### config.mk
export PLATFORM = sky130hd
export DESIGN_NAME = uart_tx_formatter_flat
export DESIGN_NICKNAME = d
export VERILOG_FILES = /design/src/rtl/uart_fmt_pkg.sv /design/src/rtl/uart_tx_formatter_if.sv /design/src/rtl/bin2bcd_seq.sv /design/src/rtl/uart_tx_formatter.sv /design/src/flat_wrapper.sv
export SDC_FILE = /design/constraint.sdc
export NUM_CORES = 1
export LEC_CHECK = 0
export ABC_AREA = 0
export BUFFER_PORTS_ARGS = -buffer_cell sky130_fd_sc_hd__buf_4
export CORE_MARGIN = 1
export CORE_UTILIZATION = 40
export DETAILED_ROUTE_END_ITERATION = 16
export SLEW_MARGIN = 30
export SYNTH_ARGS = -nofsm -noshare
export SYNTH_HDL_FRONTEND = slang
export SYNTH_SLANG_ARGS = --single-unit
### constraint.sdc
create_clock -name i_clk -period 3.41 [get_ports i_clk]
set_input_delay 0.1705 -clock i_clk [delete_from_list [all_inputs] [get_ports i_clk]]
set_output_delay 0.1705 -clock i_clk [all_outputs]
set_load 0.1 [all_outputs]
### src/rtl/uart_fmt_pkg.sv
// Shared constants and FSM encoding for the UART decimal formatter.
package uart_fmt_pkg;

  localparam logic [7:0] ASCII_ZERO  = 8'h30;
  localparam logic [7:0] ASCII_MINUS = 8'h2D;
  localparam logic [7:0] ASCII_CR    = 8'h0D;
  localparam logic [7:0] ASCII_LF    = 8'h0A;
  localparam logic [7:0] ASCII_E     = 8'h45;
  localparam logic [7:0] ASCII_R     = 8'h52;

  // Longest string is '-' + 10 digits + CR LF = 13 characters.
  localparam int IDX_W = 4;

  typedef enum logic [2:0] {
    ST_IDLE     = 3'd0,
    ST_CONV     = 3'd1,
    ST_ERR_SEND = 3'd2,
    ST_SEND     = 3'd3,
    ST_WAIT     = 3'd4,
    ST_DONE     = 3'd5
  } state_t;

endpackage

### src/rtl/uart_tx_formatter_if.sv
// Request/response and transmitter handshake bundle for uart_tx_formatter.
interface uart_tx_formatter_if #(
  parameter int DATA_BITS  = 8,
  parameter int VALUE_BITS = 32
);
  logic                  i_start;
  logic [VALUE_BITS-1:0] i_value;
  logic                  i_err;
  logic                  i_tx_done;
  logic                  o_tx_start;
  logic [DATA_BITS-1:0]  o_tx_data;
  logic                  o_busy;
  logic                  o_done;

  modport master (
    output i_start, i_value, i_err, i_tx_done,
    input  o_tx_start, o_tx_data, o_busy, o_done
  );

  modport slave (
    input  i_start, i_value, i_err, i_tx_done,
    output o_tx_start, o_tx_data, o_busy, o_done
  );
endinterface

### src/rtl/bin2bcd_seq.sv
// Iterative double-dabble converter: the load cycle performs the first shift,
// so the BCD result and o_done appear exactly VALUE_BITS cycles after i_start.
module bin2bcd_seq #(
  parameter int VALUE_BITS = 32,
  parameter int MAX_DIGITS = 10
) (
  input  logic                    i_clk,
  input  logic                    i_rst,
  input  logic                    i_start,
  input  logic [VALUE_BITS-1:0]   i_bin,
  output logic [4*MAX_DIGITS-1:0] o_bcd,
  output logic                    o_done
);
  localparam int BCD_W = 4 * MAX_DIGITS;
  localparam int CNT_W = $clog2(VALUE_BITS + 1);

  logic [VALUE_BITS-1:0] bin_q, bin_d;
  logic [BCD_W-1:0]      bcd_q, bcd_d, adj;
  logic [CNT_W-1:0]      cnt_q, cnt_d;
  logic                  done_q, done_d;
  logic                  unused_adj_msb;

  // Top digit never reaches 8 after correction, so its MSB is always dropped.
  assign unused_adj_msb = adj[BCD_W-1];

  always_comb begin
    adj = bcd_q;
    for (int i = 0; i < MAX_DIGITS; i++) begin
      if (bcd_q[4*i +: 4] >= 4'd5) adj[4*i +: 4] = bcd_q[4*i +: 4] + 4'd3;
    end
    bin_d  = bin_q;
    bcd_d  = bcd_q;
    cnt_d  = cnt_q;
    done_d = 1'b0;
    if (i_start) begin
      bcd_d = {{(BCD_W-1){1'b0}}, i_bin[VALUE_BITS-1]};
      bin_d = {i_bin[VALUE_BITS-2:0], 1'b0};
      cnt_d = CNT_W'(VALUE_BITS - 1);
    end else if (cnt_q != '0) begin
      bcd_d  = {adj[BCD_W-2:0], bin_q[VALUE_BITS-1]};
      bin_d  = {bin_q[VALUE_BITS-2:0], 1'b0};
      cnt_d  = cnt_q - 1'b1;
      done_d = (cnt_q == CNT_W'(1));
    end
  end

  always_ff @(posedge i_clk) begin
    if (!i_rst) begin
      bin_q  <= '0;
      bcd_q  <= '0;
      cnt_q  <= '0;
      done_q <= 1'b0;
    end else begin
      bin_q  <= bin_d;
      bcd_q  <= bcd_d;
      cnt_q  <= cnt_d;
      done_q <= done_d;
    end
  end

  assign o_bcd  = bcd_q;
  assign o_done = done_q;
endmodule

### src/rtl/uart_tx_formatter.sv
// Formats a signed result (or "ERR") as decimal ASCII + CR LF, one UART frame at a time.
//   state    | meaning
//   IDLE     | waiting for i_start
//   CONV     | binary-to-BCD conversion running
//   ERR_SEND | first 'E' of the error string being launched
//   SEND     | o_tx_start pulse for the current character
//   WAIT     | holding o_tx_data until the transmitter's done pulse
//   DONE     | o_done pulse, then back to IDLE
module uart_tx_formatter #(
  parameter int DATA_BITS  = 8,
  parameter int VALUE_BITS = 32,
  parameter int MAX_DIGITS = 10
) (
  input logic                i_clk,
  input logic                i_rst,
  uart_tx_formatter_if.slave bus
);
  import uart_fmt_pkg::*;

  localparam int BCD_W = 4 * MAX_DIGITS;

  state_t                state_q, state_d;
  logic                  tx_start_q, tx_start_d;
  logic [DATA_BITS-1:0]  tx_data_q, tx_data_d;
  logic                  busy_q, busy_d;
  logic                  done_q, done_d;
  logic                  neg_q, neg_d;
  logic                  err_q, err_d;
  logic [IDX_W-1:0]      idx_q, idx_d;
  logic [IDX_W-1:0]      nxt_idx, first_dig, last_idx;
  logic [VALUE_BITS-1:0] mag;
  logic [BCD_W-1:0]      bcd;
  logic                  conv_go, conv_done;

  // Character at string position idx, with digits starting at the leading nonzero one.
  function automatic logic [7:0] char_at(input logic [IDX_W-1:0] idx, input logic neg,
                                         input logic err, input logic [IDX_W-1:0] fd,
                                         input logic [BCD_W-1:0] digits);
    logic [IDX_W-1:0] pos, ndig, dsel;
    logic [3:0]       nib;
    pos  = idx - IDX_W'(neg);
    ndig = fd + 1'b1;
    dsel = fd - pos;
    nib  = 4'(digits >> (4 * int'(dsel)));
    char_at = ASCII_LF;
    if (err) begin
      case (idx)
        IDX_W'(0):            char_at = ASCII_E;
        IDX_W'(1), IDX_W'(2): char_at = ASCII_R;
        IDX_W'(3):            char_at = ASCII_CR;
        default:              char_at = ASCII_LF;
      endcase
    end else if (neg && idx == '0) begin
      char_at = ASCII_MINUS;
    end else if (pos < ndig) begin
      char_at = ASCII_ZERO + {4'b0000, nib};
    end else if (pos == ndig) begin
      char_at = ASCII_CR;
    end
  endfunction

  always_comb begin
    mag = bus.i_value[VALUE_BITS-1] ? (~bus.i_value + 1'b1) : bus.i_value;
  end

  bin2bcd_seq #(
    .VALUE_BITS (VALUE_BITS),
    .MAX_DIGITS (MAX_DIGITS)
  ) u_bin2bcd (
    .i_clk   (i_clk),
    .i_rst   (i_rst),
    .i_start (conv_go),
    .i_bin   (mag),
    .o_bcd   (bcd),
    .o_done  (conv_done)
  );

  // Highest nonzero digit wins; all-zero leaves digit 0 so zero prints "0".
  always_comb begin
    first_dig = '0;
    for (int i = 0; i < MAX_DIGITS; i++) begin
      if (bcd[4*i +: 4] != 4'd0) first_dig = IDX_W'(i);
    end
  end

  always_comb begin
    if (err_q) last_idx = IDX_W'(4);
    else       last_idx = first_dig + IDX_W'(2) + IDX_W'(neg_q);
  end

  always_comb begin
    state_d    = state_q;
    tx_start_d = 1'b0;
    tx_data_d  = tx_data_q;
    busy_d     = busy_q;
    done_d     = 1'b0;
    idx_d      = idx_q;
    neg_d      = neg_q;
    err_d      = err_q;
    conv_go    = 1'b0;
    nxt_idx    = idx_q + 1'b1;
    case (state_q)
      ST_IDLE: begin
        if (bus.i_start) begin
          busy_d = 1'b1;
          idx_d  = '0;
          err_d  = bus.i_err;
          neg_d  = bus.i_value[VALUE_BITS-1] & ~bus.i_err;
          if (bus.i_err) begin
            state_d    = ST_ERR_SEND;
            tx_start_d = 1'b1;
            tx_data_d  = DATA_BITS'(ASCII_E);
          end else begin
            state_d = ST_CONV;
            conv_go = 1'b1;
          end
        end
      end
      ST_CONV: begin
        if (conv_done) begin
          state_d    = ST_SEND;
          tx_start_d = 1'b1;
          tx_data_d  = DATA_BITS'(char_at(idx_q, neg_q, err_q, first_dig, bcd));
        end
      end
      ST_ERR_SEND, ST_SEND: state_d = ST_WAIT;
      ST_WAIT: begin
        if (bus.i_tx_done) begin
          if (idx_q == last_idx) begin
            state_d = ST_DONE;
            done_d  = 1'b1;
            busy_d  = 1'b0;
          end else begin
            state_d    = ST_SEND;
            idx_d      = nxt_idx;
            tx_start_d = 1'b1;
            tx_data_d  = DATA_BITS'(char_at(nxt_idx, neg_q, err_q, first_dig, bcd));
          end
        end
      end
      ST_DONE: state_d = ST_IDLE;
      default: state_d = ST_IDLE;
    endcase
  end

  always_ff @(posedge i_clk) begin
    if (!i_rst) begin
      state_q    <= ST_IDLE;
      tx_start_q <= 1'b0;
      tx_data_q  <= '0;
      busy_q     <= 1'b0;
      done_q     <= 1'b0;
      idx_q      <= '0;
      neg_q      <= 1'b0;
      err_q      <= 1'b0;
    end else begin
      state_q    <= state_d;
      tx_start_q <= tx_start_d;
      tx_data_q  <= tx_data_d;
      busy_q     <= busy_d;
      done_q     <= done_d;
      idx_q      <= idx_d;
      neg_q      <= neg_d;
      err_q      <= err_d;
    end
  end

  assign bus.o_tx_start = tx_start_q;
  assign bus.o_tx_data  = tx_data_q;
  assign bus.o_busy     = busy_q;
  assign bus.o_done     = done_q;
endmodule
### src/flat_wrapper.sv
// flat-port wrapper written by rule: the top's interface ports become plain ports
module uart_tx_formatter_flat import uart_fmt_pkg::*;
#(
  parameter int DATA_BITS  = 8,
  parameter int VALUE_BITS = 32,
  parameter int MAX_DIGITS = 10
)
  (i_clk, i_rst, bus_i_start, bus_i_value, bus_i_err, bus_i_tx_done, bus_o_tx_start, bus_o_tx_data, bus_o_busy, bus_o_done);
  uart_tx_formatter_if #(.DATA_BITS(DATA_BITS), .VALUE_BITS(VALUE_BITS)) bus_i ();
  input logic i_clk;
  input logic i_rst;
  input wire logic [$bits(bus_i.i_start)-1:0] bus_i_start;
  input wire logic [$bits(bus_i.i_value)-1:0] bus_i_value;
  input wire logic [$bits(bus_i.i_err)-1:0] bus_i_err;
  input wire logic [$bits(bus_i.i_tx_done)-1:0] bus_i_tx_done;
  output wire logic [$bits(bus_i.o_tx_start)-1:0] bus_o_tx_start;
  output wire logic [$bits(bus_i.o_tx_data)-1:0] bus_o_tx_data;
  output wire logic [$bits(bus_i.o_busy)-1:0] bus_o_busy;
  output wire logic [$bits(bus_i.o_done)-1:0] bus_o_done;
  assign bus_i.i_start = bus_i_start;
  assign bus_i.i_value = bus_i_value;
  assign bus_i.i_err = bus_i_err;
  assign bus_i.i_tx_done = bus_i_tx_done;
  assign bus_o_tx_start = bus_i.o_tx_start;
  assign bus_o_tx_data = bus_i.o_tx_data;
  assign bus_o_busy = bus_i.o_busy;
  assign bus_o_done = bus_i.o_done;
  uart_tx_formatter #(.DATA_BITS(DATA_BITS), .VALUE_BITS(VALUE_BITS), .MAX_DIGITS(MAX_DIGITS)) u_core (.i_clk(i_clk), .i_rst(i_rst), .bus(bus_i));
endmodule
## Yosys cells after proc, flatten, opt, wreduce, memory -nomap -nowiden

Cells that the tools add are included.

| word-level totals | value |
|---|---|
| flip-flop bits (word level) | 98 |
| input bits | 37 |
| output and inout port bits | 11 |
| logic and storage cells | 171 |

| operators by class | value |
|---|---|
| add/subtract/negate cells | 22 |
| magnitude comparators | 12 |
| eq/ne operators | 20 |
| shifts and indexed selects | 2 |
| mux-type cells | 67 |
| bitwise gates (word level) | 5 |
| reductions and logical operators | 29 |

Operators with widths:

| cell | count |
|---|---|
| 32-bit two-way mux | 3 |
| 8-bit two-way mux | 11 |
| 40-bit by 6-bit right shift with 4-bit output | 2 |
| 4-bit two-way mux | 15 |
| 7-bit case mux with 3 select lines | 2 |
| 4-bit by 2-bit adder with 4-bit output, second input constant | 10 |
| 4-bit by 3-bit greater-or-equal comparator with 1-bit output, second input constant | 10 |
| 4-bit nonzero test | 9 |
| 3-bit two-way mux | 11 |
| 32-bit by 1-bit adder with 32-bit output, second input constant | 1 |
| 32-bit NOT | 1 |
| 8-bit case mux with 3 select lines | 1 |
| 4-bit by 2-bit equality test with 1-bit output, second input constant | 4 |
| 1-bit two-way mux | 15 |
| 6-bit by 4-bit adder with 7-bit output, first input constant | 2 |
| 4-bit equality test | 3 |
| 3-bit case mux with 4 select lines | 1 |
| 5-bit two-way mux | 2 |
| 2-bit != test, second input constant | 5 |
| 4-bit by 1-bit adder with 4-bit output, second input constant | 2 |
| 4-bit by 1-bit equality test with 1-bit output, second input constant | 2 |
| 4-bit logical NOT | 2 |
| 4-bit < comparator | 2 |
| 4-bit case mux with 2 select lines | 1 |
| 26 further kinds | 40 |

## Longest topological paths before layout

Gate-level depths: netlist of the first run.

| depth | value |
|---|---|
| depth in word-level cells | 19 |
| depth in mapped cells | 19 |
| gate-level depth less buffers | 19 |

## Modules after synthesis

From an unflattened synthesis of the first run, not the netlist that was laid out.

| unflattened totals | value |
|---|---|
| cell total of the unflattened synthesis | 989 |
| area total of the unflattened synthesis | 7788.7 sq um |

Modules (own cells, without submodules):

| module | times used | cells each | area each (sq um) | sequential area each (sq um) |
|---|---|---|---|---|
| bin2bcd_seq | 1 | 574 | 4431.8 | 1561.5 |
| uart_tx_formatter | 1 | 415 | 3357.0 | 380.4 |

## Worst setup path before layout of the first run

Ideal clock, no wire load.

| timing | value |
|---|---|
| path kind | register to register |
| from | register u_core.u_bin2bcd.bcd_q[28], in the netlist u_core.u_bin2bcd.o_bcd[28] |
| to | register u_core.tx_data_q[0], in the netlist u_core.bus.o_tx_data[0] |
| library setup time | 120 ps |
| data arrival time | 3606 ps |
| data required time | 3290 ps |
| setup slack | -315 ps |
| stages on the path, launching flop included | 17 |
| buffers on the path | 1 |
| clock period less this slack | 3725 ps |
| cell sequence | dfxtp_1 > inv_1 > ha_1 > or3b_4 > o21ai_0 > nand2_1 > inv_1 > ha_1 > inv_1 > fa_1 > buf_6 > mux4_2 > mux2i_1 > mux2i_1 > and2_1 > o21a_1 > o31a_1 |

| on the way | value |
|---|---|
| longest elaborated chain between the ends | 13 |
| elaborated cells between the ends (all ways) | 33 |
| classes of those cells | add/sub (7); order compare (2); eq/ne (4); shift (2); mux (16); reduce/logical (2) |

RTL lines:

| what | RTL line | RTL |
|---|---|---|
| from (decl) | bin2bcd_seq.sv:18 | `logic [BCD_W-1:0] bcd_q, bcd_d, adj;` |
| from (signal assigned) | bin2bcd_seq.sv:50 | `bcd_q <= '0;` |
| from (signal assigned) | bin2bcd_seq.sv:55 | `bcd_q <= bcd_d;` |
| 4-bit nonzero test | uart_tx_formatter.sv:82 | `if (bcd[4*i +: 4] != 4'd0) first_dig = IDX_W'(i);` |
| 3-bit two-way mux | uart_tx_formatter.sv:82 |  |
| 4-bit two-way mux (2 in series) | uart_tx_formatter.sv:82 |  |
| 4-bit subtractor / 4-bit by 1-bit adder with 4-bit output (equally long branches) | uart_tx_formatter.sv:43, uart_tx_formatter.sv:42 |  |
| 40-bit by 6-bit right shift with 4-bit output / 4-bit equality test (equally long branches) | uart_tx_formatter.sv:44, uart_tx_formatter.sv:57 |  |
| 6-bit by 4-bit adder with 7-bit output / 3-bit two-way mux (equally long branches) | uart_tx_formatter.sv:56, uart_tx_formatter.sv:57 |  |
| 8-bit two-way mux | uart_tx_formatter.sv:55 | `end else if (pos < ndig) begin` |
| 8-bit two-way mux | uart_tx_formatter.sv:53 | `end else if (neg && idx == '0) begin` |
| 8-bit two-way mux | uart_tx_formatter.sv:46 | `if (err) begin` |
| 8-bit two-way mux | uart_tx_formatter.sv:129 | `if (idx_q == last_idx) begin` |
| 8-bit two-way mux | uart_tx_formatter.sv:128 | `if (bus.i_tx_done) begin` |
| 8-bit case mux with 3 select lines | uart_tx_formatter.sv:102 | `case (state_q)` |
| to (signal assigned) | uart_tx_formatter.sv:159 | `tx_data_q <= tx_data_d;` |
| to (decl) | uart_tx_formatter.sv:24 | `logic [DATA_BITS-1:0] tx_data_q, tx_data_d;` |

Parallel ways exist; a longest one is shown, timed or not. The select of a mux whose other input is x is not followed.
A chain may end at the register's enable or synchronous reset.

## Final worst setup path of the first run

| timing | value |
|---|---|
| from | register u_core.u_bin2bcd.bcd_q[29], in the netlist u_core.u_bin2bcd.o_bcd[29] |
| to | register u_core.tx_data_q[0], in the netlist u_core.bus.o_tx_data[0] |

| on the way | value |
|---|---|
| longest elaborated chain between the ends | 13 |
| elaborated cells between the ends (all ways) | 33 |
| classes of those cells | add/sub (7); order compare (2); eq/ne (4); shift (2); mux (16); reduce/logical (2) |

RTL lines:

| what | RTL line |
|---|---|
| 4-bit nonzero test (*) | uart_tx_formatter.sv:82 |
| 3-bit two-way mux (*) | uart_tx_formatter.sv:82 |
| 4-bit two-way mux (*) (2 in series) | uart_tx_formatter.sv:82 |
| 4-bit subtractor / 4-bit by 1-bit adder with 4-bit output (equally long branches) | uart_tx_formatter.sv:43, uart_tx_formatter.sv:42 |
| 40-bit by 6-bit right shift with 4-bit output / 4-bit equality test (equally long branches) | uart_tx_formatter.sv:44, uart_tx_formatter.sv:57 |
| 6-bit by 4-bit adder with 7-bit output / 3-bit two-way mux (equally long branches) | uart_tx_formatter.sv:56, uart_tx_formatter.sv:57 |
| 8-bit two-way mux | uart_tx_formatter.sv:55 |
| 8-bit two-way mux | uart_tx_formatter.sv:53 |
| 8-bit two-way mux | uart_tx_formatter.sv:46 |
| 8-bit two-way mux | uart_tx_formatter.sv:129 |
| 8-bit two-way mux | uart_tx_formatter.sv:128 |
| 8-bit case mux with 3 select lines | uart_tx_formatter.sv:102 |

Mark *: on every way between the ends. The rest lies on a longest branch, timed or not. The select of a mux whose other input is x is not followed.

==> impl_summary.txt, run 1 <==
----------------------------------------------------
[Layout]
  Layout Nets ... 1,123
  Area growth from synthesis to layout ... 25.8%
  Post-route cell area ... 0.00916 mm2
  Commonest cells after routing, fill and taps aside ... sky130_fd_sc_hd__nand2_1 (150), sky130_fd_sc_hd__buf_4 (147), sky130_fd_sc_hd__dfxtp_1 (88), sky130_fd_sc_hd__a21oi_1 (79), sky130_fd_sc_hd__nor2_1 (60)
  Number of diodes added for antenna fixing ... 0
  Share of final-layout standard cells stronger than drive strength 1 ... 0.261
  Most frequent standard cell in the layout excluding fill and tap cells ... sky130_fd_sc_hd__nand2_1
  Final core utilization ... 0.522

[Detailed routing]
  Number of detailed-route iterations in the first pass ... 4
  DRC Markers ... 0
  Number of routed nets with antenna violations ... 0
  Number of vias per cell ... 5.48
  Vias ... 6,936
  Final WL ... 19.1 mm
  Iteration-0 DRC count of the detailed router ... 354
  Routed wire length per instance ... 15.1 um

[Place]
  Hpwl dp ... 13.7 mm
  Cell area reported after detailed placement ... 0.00854 mm2
  Port-buffer cells ... 46
  Final weighted congestion in routability-driven placement ... 0.911
  Setup Slack @ Placement ... -330 ps

[GRT]
  Total congestion overflow ... 0
  Initial antenna violation count ... 0
  Wire length of the first global-routing pass ... 31.4 mm
  Vias in the first global route ... 6,496
  Maximum number of pins on one net before global-route repair ... 65
  Overall track demand over capacity in global routing ... 0.213

[Power and ir drop]
  Max IR drop VDD ... 0.958 mV
  Leakage component of the power ... 3.61 nW
  Power density of the placed cells ... 1100 mW/mm2
  Final Power ... 10.1 mW

[Floorplanning]
  Standard-cell rows ... 48
  Num ports ... 48
  Core Footprint ... 0.0175 mm2
  Starting utilization of the core area ... 0.415
  Vert. Die Dim ... 137 um
  Die Span X ... 137 um
  Floorplan die area ... 0.0187 mm2

[Yosys]
  Sequential share of the synthesized area ... 0.267
  Post-Syn Area ... 0.00728 mm2
  Synth warn ... 0
  Syn Inst Count ... 921
  Number of distinct standard cells referenced by the synthesized netlist ... 71
  Post-Synthesis Net Count ... 1,009
  Count of flip-flops with a built-in enable after synthesis ... 0
  Flip-flop cell with the highest count after synthesis ... sky130_fd_sc_hd__dfxtp_1
  Asr flop ratio synth ... 0
  Number of synthesized register bits ... 97
  Per-instance average area after synthesis ... 7.91 um2

[Min path]
  Number of cells on the worst hold path ... 3
  Hold path endpoint ... u_core.u_bin2bcd.bin_q[1]
  Classification of the worst-slack hold path ... in -> reg
  Launch point of the worst hold path ... bus_i_value[0]

[Clock network]
  Longest Clk Path Bufs ... 2
  Worst-Skew Late Latency ... 360 ps
  H-tree levels ... 3
  CTS tree ... yes
  Num CTS Buffers ... 9
  Clock tree root driver cell ... sky130_fd_sc_hd__clkbuf_16
  Clock sink total ... 97
  Clock-pin slew reported for the worst setup and hold paths after clock tree synthesis ... 80 ps

[STA]
  PnR worst setup slack ... -59.1 ps
  Clock Skew ... 11.0 ps
  Clock period minus final worst setup slack ... 3470 ps
  Max Slew Vio Count ... 0
  Worst slew pin tran ... 711 ps
  Part of the cycle the worst path needs ... 1.02
  Number of failing setup endpoints in the final timing report ... 5
  Fmax achieved ... 288 MHz
  Normalized max-slew margin ... 0.523
  Number of failing hold endpoints at the final stage ... 0
  RSZ-0062 raised after global routing ... yes

[Run status]
  Failing checks ... negative setup slack
  Outcome ... complete, but fails checks

[Setup path]
  Worst Setup End Kind ... register
  Register-to-register setup slack ... -60 ps
  Series of cell instances along the critical path ... inv_2 -> ha_4 -> or3b_4 -> o21ai_1 -> nand2_1 -> inv_2 -> ha_4 -> inv_2 -> fa_2 -> mux4_2 -> mux2i_1 -> mux2i_1 -> and2_1 -> o21a_1 -> o31a_1
  Arrival time reported for the critical path endpoint ... 3720 ps
  Cell type with the highest occurrence count on the critical path ... sky130_fd_sc_hd__inv_2
  Nature of the critical path startpoint ... register
  Required time at the endpoint of the critical path ... 3660 ps
  Critical Path Slowest Stage Cell ... sky130_fd_sc_hd__fa_2
  Kind of critical path ... reg -> reg
  Longest individual stage delay on the worst path ... 670 ps
  Reg2Reg Launch Point ... u_core.u_bin2bcd.o_bcd[29]
  CP Max Fanout ... 8
  FF-to-FF End ... u_core.bus.o_tx_data[0]
  Path depth of the worst reg2reg path ... 15

[Run]
  Number of maximum-capacitance constraint violations ... 0

----------------------------------------------------
-- sequential cells by signal (all words and copies together), names as in the netlist, 3 cells and up --
name                    cells
u_core.bus.o_tx_data        7
u_core.u_bin2bcd.cnt_q      6
u_core.state_q              3
u_core.u_bin2bcd.o_bcd     40
u_core.idx_q                4
u_core.u_bin2bcd.bin_q     31
-- worst max-delay path by stage --
stage	start	endpoint	cells past startpoint
floorplan	u_core.u_bin2bcd.o_bcd[29]	u_core.bus.o_tx_data[0]	16
global placement	u_core.u_bin2bcd.o_bcd[8]	u_core.bus.o_tx_data[2]	18
detailed placement	u_core.u_bin2bcd.o_bcd[9]	u_core.bus.o_tx_data[2]	18
CTS	u_core.u_bin2bcd.o_bcd[28]	u_core.bus.o_tx_data[0]	15
global route	u_core.u_bin2bcd.o_bcd[9]	u_core.bus.o_tx_data[0]	18
finish	u_core.u_bin2bcd.o_bcd[29]	u_core.bus.o_tx_data[0]	15
-- per-stage QoR --
stage / hold WS, ps / std cells / setup TNS [ps]
6_report: 94.8 / 1265 / -151
4_1_cts: 87.4 / 1259 / -256
3_3_place_gp: 456 / 1239 / -1300
2_1_floorplan: 307 / 921 / -187
5_1_grt: 111 / 1265 / -1670
3_5_place_dp: 463 / 1239 / -1800
-- Yosys cell counts, types with 15 or more instances --
master | n | share of area
sky130_fd_sc_hd__nand2_1 | 152 | 0.078
sky130_fd_sc_hd__dfxtp_1 | 97 | 0.27
sky130_fd_sc_hd__a21oi_1 | 82 | 0.056
sky130_fd_sc_hd__nor2_1 | 60 | 0.031
sky130_fd_sc_hd__o21ai_0 | 54 | 0.037
sky130_fd_sc_hd__ha_1 | 49 | 0.084
sky130_fd_sc_hd__inv_1 | 44 | 0.023
sky130_fd_sc_hd__clkbuf_1 | 39 | 0.020
sky130_fd_sc_hd__xnor2_1 | 39 | 0.047
sky130_fd_sc_hd__nand3_1 | 32 | 0.022
sky130_fd_sc_hd__xor2_1 | 19 | 0.023
sky130_fd_sc_hd__nor3b_1 | 18 | 0.019
sky130_fd_sc_hd__mux2i_1 | 17 | 0.023
sky130_fd_sc_hd__a211oi_1 | 15 | 0.015
-- routing by layer --
metal,track usage,vias up,wire length [um]
met5,0,-,0
met4,0.0714,0,303
met3,0.0304,20,742
met2,0.354,148,8870
met1,0.281,3262,9230
li1,-,3506,-
-- cells by family (layout without fill, tap and decap cells) --
family,count (synthesis),count (layout),share of synthesized area
DFF,97,97,0.267
muxes,37,37,0.0801
other,1,1,0.000515
AOI/OAI and AO/OA,234,234,0.202
and+or+nand+nor,340,340,0.226
xor gates and xnor gates,59,59,0.0729
adders and majority gates,55,55,0.0955
buffers and inverters,98,217,0.0557
-- layout make-up --
type                       count  area (um2)
inverter                      44         165
tap                          225         282
multi-input combinational    726        5190
clock inverter                 7        95.1
timing repair buffer         157        1250
fill                        1695        8380
clock buffer                   9         225
sequential                    97        1950
-- power by group --
| part | switching [mW] | internal [mW] | total [mW] |
|---|---|---|---|
| registers | 0.122 | 1.33 | 1.45 |
| clock network | 0.511 | 0.593 | 1.10 |
| logic | 3.85 | 3.68 | 7.53 |
-- repair_timing --
item | CTS | global route
pin swaps | 18 | 13
setup endpoints to repair | 11 | 13
hold buffers | 0 | 0
gates cloned | 0 | 0
setup buffers | 4 | 7
gates resized for setup | 26 | 33
-- critical path: cells and delay by family (launching register included) --
| family | cells | cell delay, ps |
|---|---|---|
| simple gates | 3 | 600 |
| buf+inv | 3 | 190 |
| flops | 1 | 330 |
| mux | 3 | 790 |
| compound gates | 3 | 550 |
| fa+ha+maj | 3 | 920 |
No activity file was read; power rests on OpenSTA's default activity.
==> run 2: changes to the inputs <==
- ABC_AREA: 0 -> 1
==> run 2 against run 1 <==
  * The flow now finishes without violations
  * Clock skew is 1.3 ps higher
  * Wire length is 8.0% higher
  * Register-to-register slack better by 110 ps
  * First-iteration DRC count is 45% higher
  * Clock-buffer cell count is 2 higher
  * Worst setup slack better by 110 ps
==> impl_summary.txt, run 2 <==
----------------------------------------------------
[Clock network]
  Longest Clk Path Bufs ... 2 (unchanged)
  CTS tree ... yes
  Worst-Skew Late Latency ... 360 ps (about the same)
  Num CTS Buffers ... 9 (unchanged)
  Clock tree root driver cell ... sky130_fd_sc_hd__clkbuf_16
  Clock sink total ... 97 (unchanged)
  Clock-pin slew reported for the worst setup and hold paths after clock tree synthesis ... 70 ps (about the same)
  H-tree levels ... 3 (unchanged)
  CTS Hold Buffers Added ... 0 (unchanged)

[Setup path]
  Nature of the critical path startpoint ... register
  CP Max Fanout ... 4 (-4)
  Worst Setup End Kind ... register
  Arrival time reported for the critical path endpoint ... 3620 ps (-100 ps)
  Required time at the endpoint of the critical path ... 3670 ps (about the same)
  Register-to-register setup slack ... 50 ps (+110 ps)
  Kind of critical path ... reg -> reg

[Floorplanning]
  Num ports ... 48 (unchanged)
  Floorplan die area ... 0.0195 mm2 (+4.0%)
  Die Span X ... 140 um (+2.0%)
  Vert. Die Dim ... 140 um (+2.0%)
  Standard-cell rows ... 49 (+2.1%)
  Core Footprint ... 0.0183 mm2 (+4.2%)
  Starting utilization of the core area ... 0.415 (-0.000636)

[Yosys]
  Synth warn ... 0 (unchanged)
  Count of flip-flops with a built-in enable after synthesis ... 0 (unchanged)
  Simple-gate share of the synthesized area ... 0.282 (+0.0562)
  Xor and xnor area share after synthesis ... 0.0623 (-0.0106)
  Synth top cells by count ... sky130_fd_sc_hd__nand2_1 (279), sky130_fd_sc_hd__a21oi_1 (140), sky130_fd_sc_hd__inv_1 (119)
  Per-instance average area after synthesis ... 6.35 um2 (-20%)
  Adder and majority cell fraction of the synthesized area ... 0.0862 (-0.00931)
  Post-Synthesis Net Count ... 1,280 (+27%)
  Ranking of synthesized cells by area ... sky130_fd_sc_hd__dfxtp_1 (26%), sky130_fd_sc_hd__nand2_1 (14%), sky130_fd_sc_hd__a21oi_1 (9.3%), sky130_fd_sc_hd__ha_1 (8.1%), sky130_fd_sc_hd__o21ai_0 (7.7%)
  Sequential share of the synthesized area ... 0.256 (-0.0103)
  Fraction of synthesized area in multiplexers ... 0 (-0.0801)
  Asr flop ratio synth ... 0 (unchanged)
  Number of distinct standard cells referenced by the synthesized netlist ... 49 (-31%)
  Number of synthesized register bits ... 97 (unchanged)
  Share of the synthesized area in compound gates (AO/OA/AOI/OAI) ... 0.214 (+0.0117)
  Main combinational cell family by area after synthesis ... simple AND/OR/NAND/NOR gates
  Syn Inst Count ... 1,192 (+29%)
  Flip-flop cell with the highest count after synthesis ... sky130_fd_sc_hd__dfxtp_1
  Area fraction of the dominant cell type after synthesis ... 0.256 (-0.0103)
  Leading cell type by number of instances after synthesis ... sky130_fd_sc_hd__nand2_1
  Post-synth top area cell ... sky130_fd_sc_hd__dfxtp_1
  Post-Syn Area ... 0.00757 mm2 (+4.0%)

[Place]
  Final weighted congestion in routability-driven placement ... 0.898 (-1.4%)
  Hpwl dp ... 15.6 mm (+14%)
  Port-buffer cells ... 46 (unchanged)

[STA]
  Clock Skew ... 12.3 ps (+1.34 ps)
  Clock period minus final worst setup slack ... 3360 ps (-106 ps)
  Fmax achieved ... 297 MHz (+3.2%)
  Setup total negative slack ... 0 ps (+151 ps)
  RSZ-0062 raised after global routing ... yes
  Number of failing hold endpoints at the final stage ... 0 (unchanged)
  Number of failing setup endpoints in the final timing report ... 0 (-5)
  Normalized max-slew margin ... 0.500 (-0.0221)
  Max Slew Vio Count ... 0 (unchanged)
  Part of the cycle the worst path needs ... 0.986 (-0.0312)
  Worst slew pin tran ... 748 ps (+37.6 ps)

[Detailed routing]
  DRC Markers ... 0 (unchanged)
  Number of vias per cell ... 5.21 (-4.9%)
  Number of routed nets with antenna violations ... 0 (unchanged)
  Final WL ... 20.7 mm (+8.0%)
  Routed wire length per instance ... 13.7 um (-9.4%)
  Number of detailed-route iterations in the first pass ... 7 (+3)
  Iteration-0 DRC count of the detailed router ... 514 (+45%)
  Vias ... 7,861 (+13%)

[GRT]
  Overall track demand over capacity in global routing ... 0.219 (+0.00691)
  Vias in the first global route ... 7,265 (+12%)
  Wire length of the first global-routing pass ... 34.8 mm (+11%)
  Total congestion overflow ... 0 (unchanged)
  Maximum number of pins on one net before global-route repair ... 62 (-4.6%)
  Initial antenna violation count ... 0 (unchanged)

[Layout]
  Most frequent standard cell in the layout excluding fill and tap cells ... sky130_fd_sc_hd__nand2_1
  Number of diodes added for antenna fixing ... 0 (unchanged)
  Final core utilization ... 0.495 (-0.0270)
  Layout Nets ... 1,362 (+21%)
  Share of final-layout standard cells stronger than drive strength 1 ... 0.171 (-0.0893)
  Area growth from synthesis to layout ... 19.5%
  Max FFs per register ... 40 (unchanged)
  Commonest cells after routing, fill and taps aside ... sky130_fd_sc_hd__nand2_1 (275), sky130_fd_sc_hd__a21oi_1 (134), sky130_fd_sc_hd__buf_4 (114), sky130_fd_sc_hd__inv_1 (111), sky130_fd_sc_hd__o21ai_0 (107)

[Min path]
  Classification of the worst-slack hold path ... in -> reg

[Run status]
  Outcome ... complete, no violations

[Run]
  Number of maximum-capacitance constraint violations ... 0 (unchanged)

----------------------------------------------------
## run 2: changes by cell type after synthesis, sizes merged, moves of 34 or more
cell and delta:
nor2 +34, inv +93, o21ai +79, nand2 +136
nand3 +34, a21oi +58
## run 2: area by class of cell
class | instances | area (um2)
Clock inverter | 5 | 86.3
Fill cell | 1912 | 9220
Tap cell | 229 | 287
Timing Repair Buffer | 117 | 890
Clock buffer | 11 | 233
Multi-Input combinational cell | 907 | 5060
Inverter | 142 | 546
Sequential cell | 97 | 1950
## run 2: worst paths after layout
kind / end / cells after the start / startpoint
max reg2reg: u_core.bus.o_tx_data[0] / 24 / u_core.u_bin2bcd.o_bcd[13]
max: u_core.bus.o_tx_data[0] / 24 / u_core.u_bin2bcd.o_bcd[13]
min: u_core.bus.o_done / 3 / bus_i_tx_done
min reg2reg: u_core.u_bin2bcd.bin_q[29] / 2 / u_core.u_bin2bcd.bin_q[29]
## run 2: layer usage
layer,vias to the layer above,GRT usage,wire [um]
li1,4088,-,-
met1,3574,0.292,9970
met2,162,0.359,9520
met3,37,0.0337,686
met4,0,0.0798,508
met5,-,0,0
## run 2: repair_timing
action,CTS,global route
gates resized for setup,5,59
pin swaps,0,29
setup endpoints to repair,5,13
hold endpoints to repair,0,0
buffers inserted,0,3
## run 2: through the flow
step           area (um2)  hold slack [ps]  worst slack (ps)  instances
2_1_floorplan        7580              295              28.0       1192
3_3_place_gp         8510              450             -26.9       1489
3_5_place_dp         8510              454              -136       1489
4_1_cts              8840             70.4              3.95       1505
5_1_grt              9050             97.3              -210       1508
6_report             9050             81.3              47.4       1508
## run 2: cell families after synthesis
| family | after synthesis |
|---|---|
| simple gates | 495 |
| compound gates | 307 |
| buf+inv | 188 |
| flops | 97 |
| xor+xnor | 53 |
| fa+ha+maj | 51 |
| other cells | 1 |
## run 2: critical path, cell delays in order (launching register included)
cell and delay [ps]:
sky130_fd_sc_hd__dfxtp_2 330, sky130_fd_sc_hd__inv_2 70, sky130_fd_sc_hd__ha_4 150, sky130_fd_sc_hd__inv_4 40, sky130_fd_sc_hd__nor3_4 220, sky130_fd_sc_hd__nand2_2 100
sky130_fd_sc_hd__a21oi_2 160, sky130_fd_sc_hd__o21ai_2 80, sky130_fd_sc_hd__a21oi_2 160, sky130_fd_sc_hd__buf_4 150, sky130_fd_sc_hd__ha_4 130, sky130_fd_sc_hd__inv_2 40
sky130_fd_sc_hd__fa_2 600, sky130_fd_sc_hd__buf_4 140, sky130_fd_sc_hd__a21oi_1 30, sky130_fd_sc_hd__o21ai_1 120, sky130_fd_sc_hd__nand3_1 120, sky130_fd_sc_hd__nand4_1 150
sky130_fd_sc_hd__nand2_1 80, sky130_fd_sc_hd__nand2_1 70, sky130_fd_sc_hd__nand3_1 70, sky130_fd_sc_hd__nand2_1 60, sky130_fd_sc_hd__nand3_1 70, sky130_fd_sc_hd__nand2_1 60
sky130_fd_sc_hd__inv_1 30
Power of run 2 is left out: the tool's default activity adds up to more than one toggle a clock period on the data nets, which glitch-free logic cannot reach.
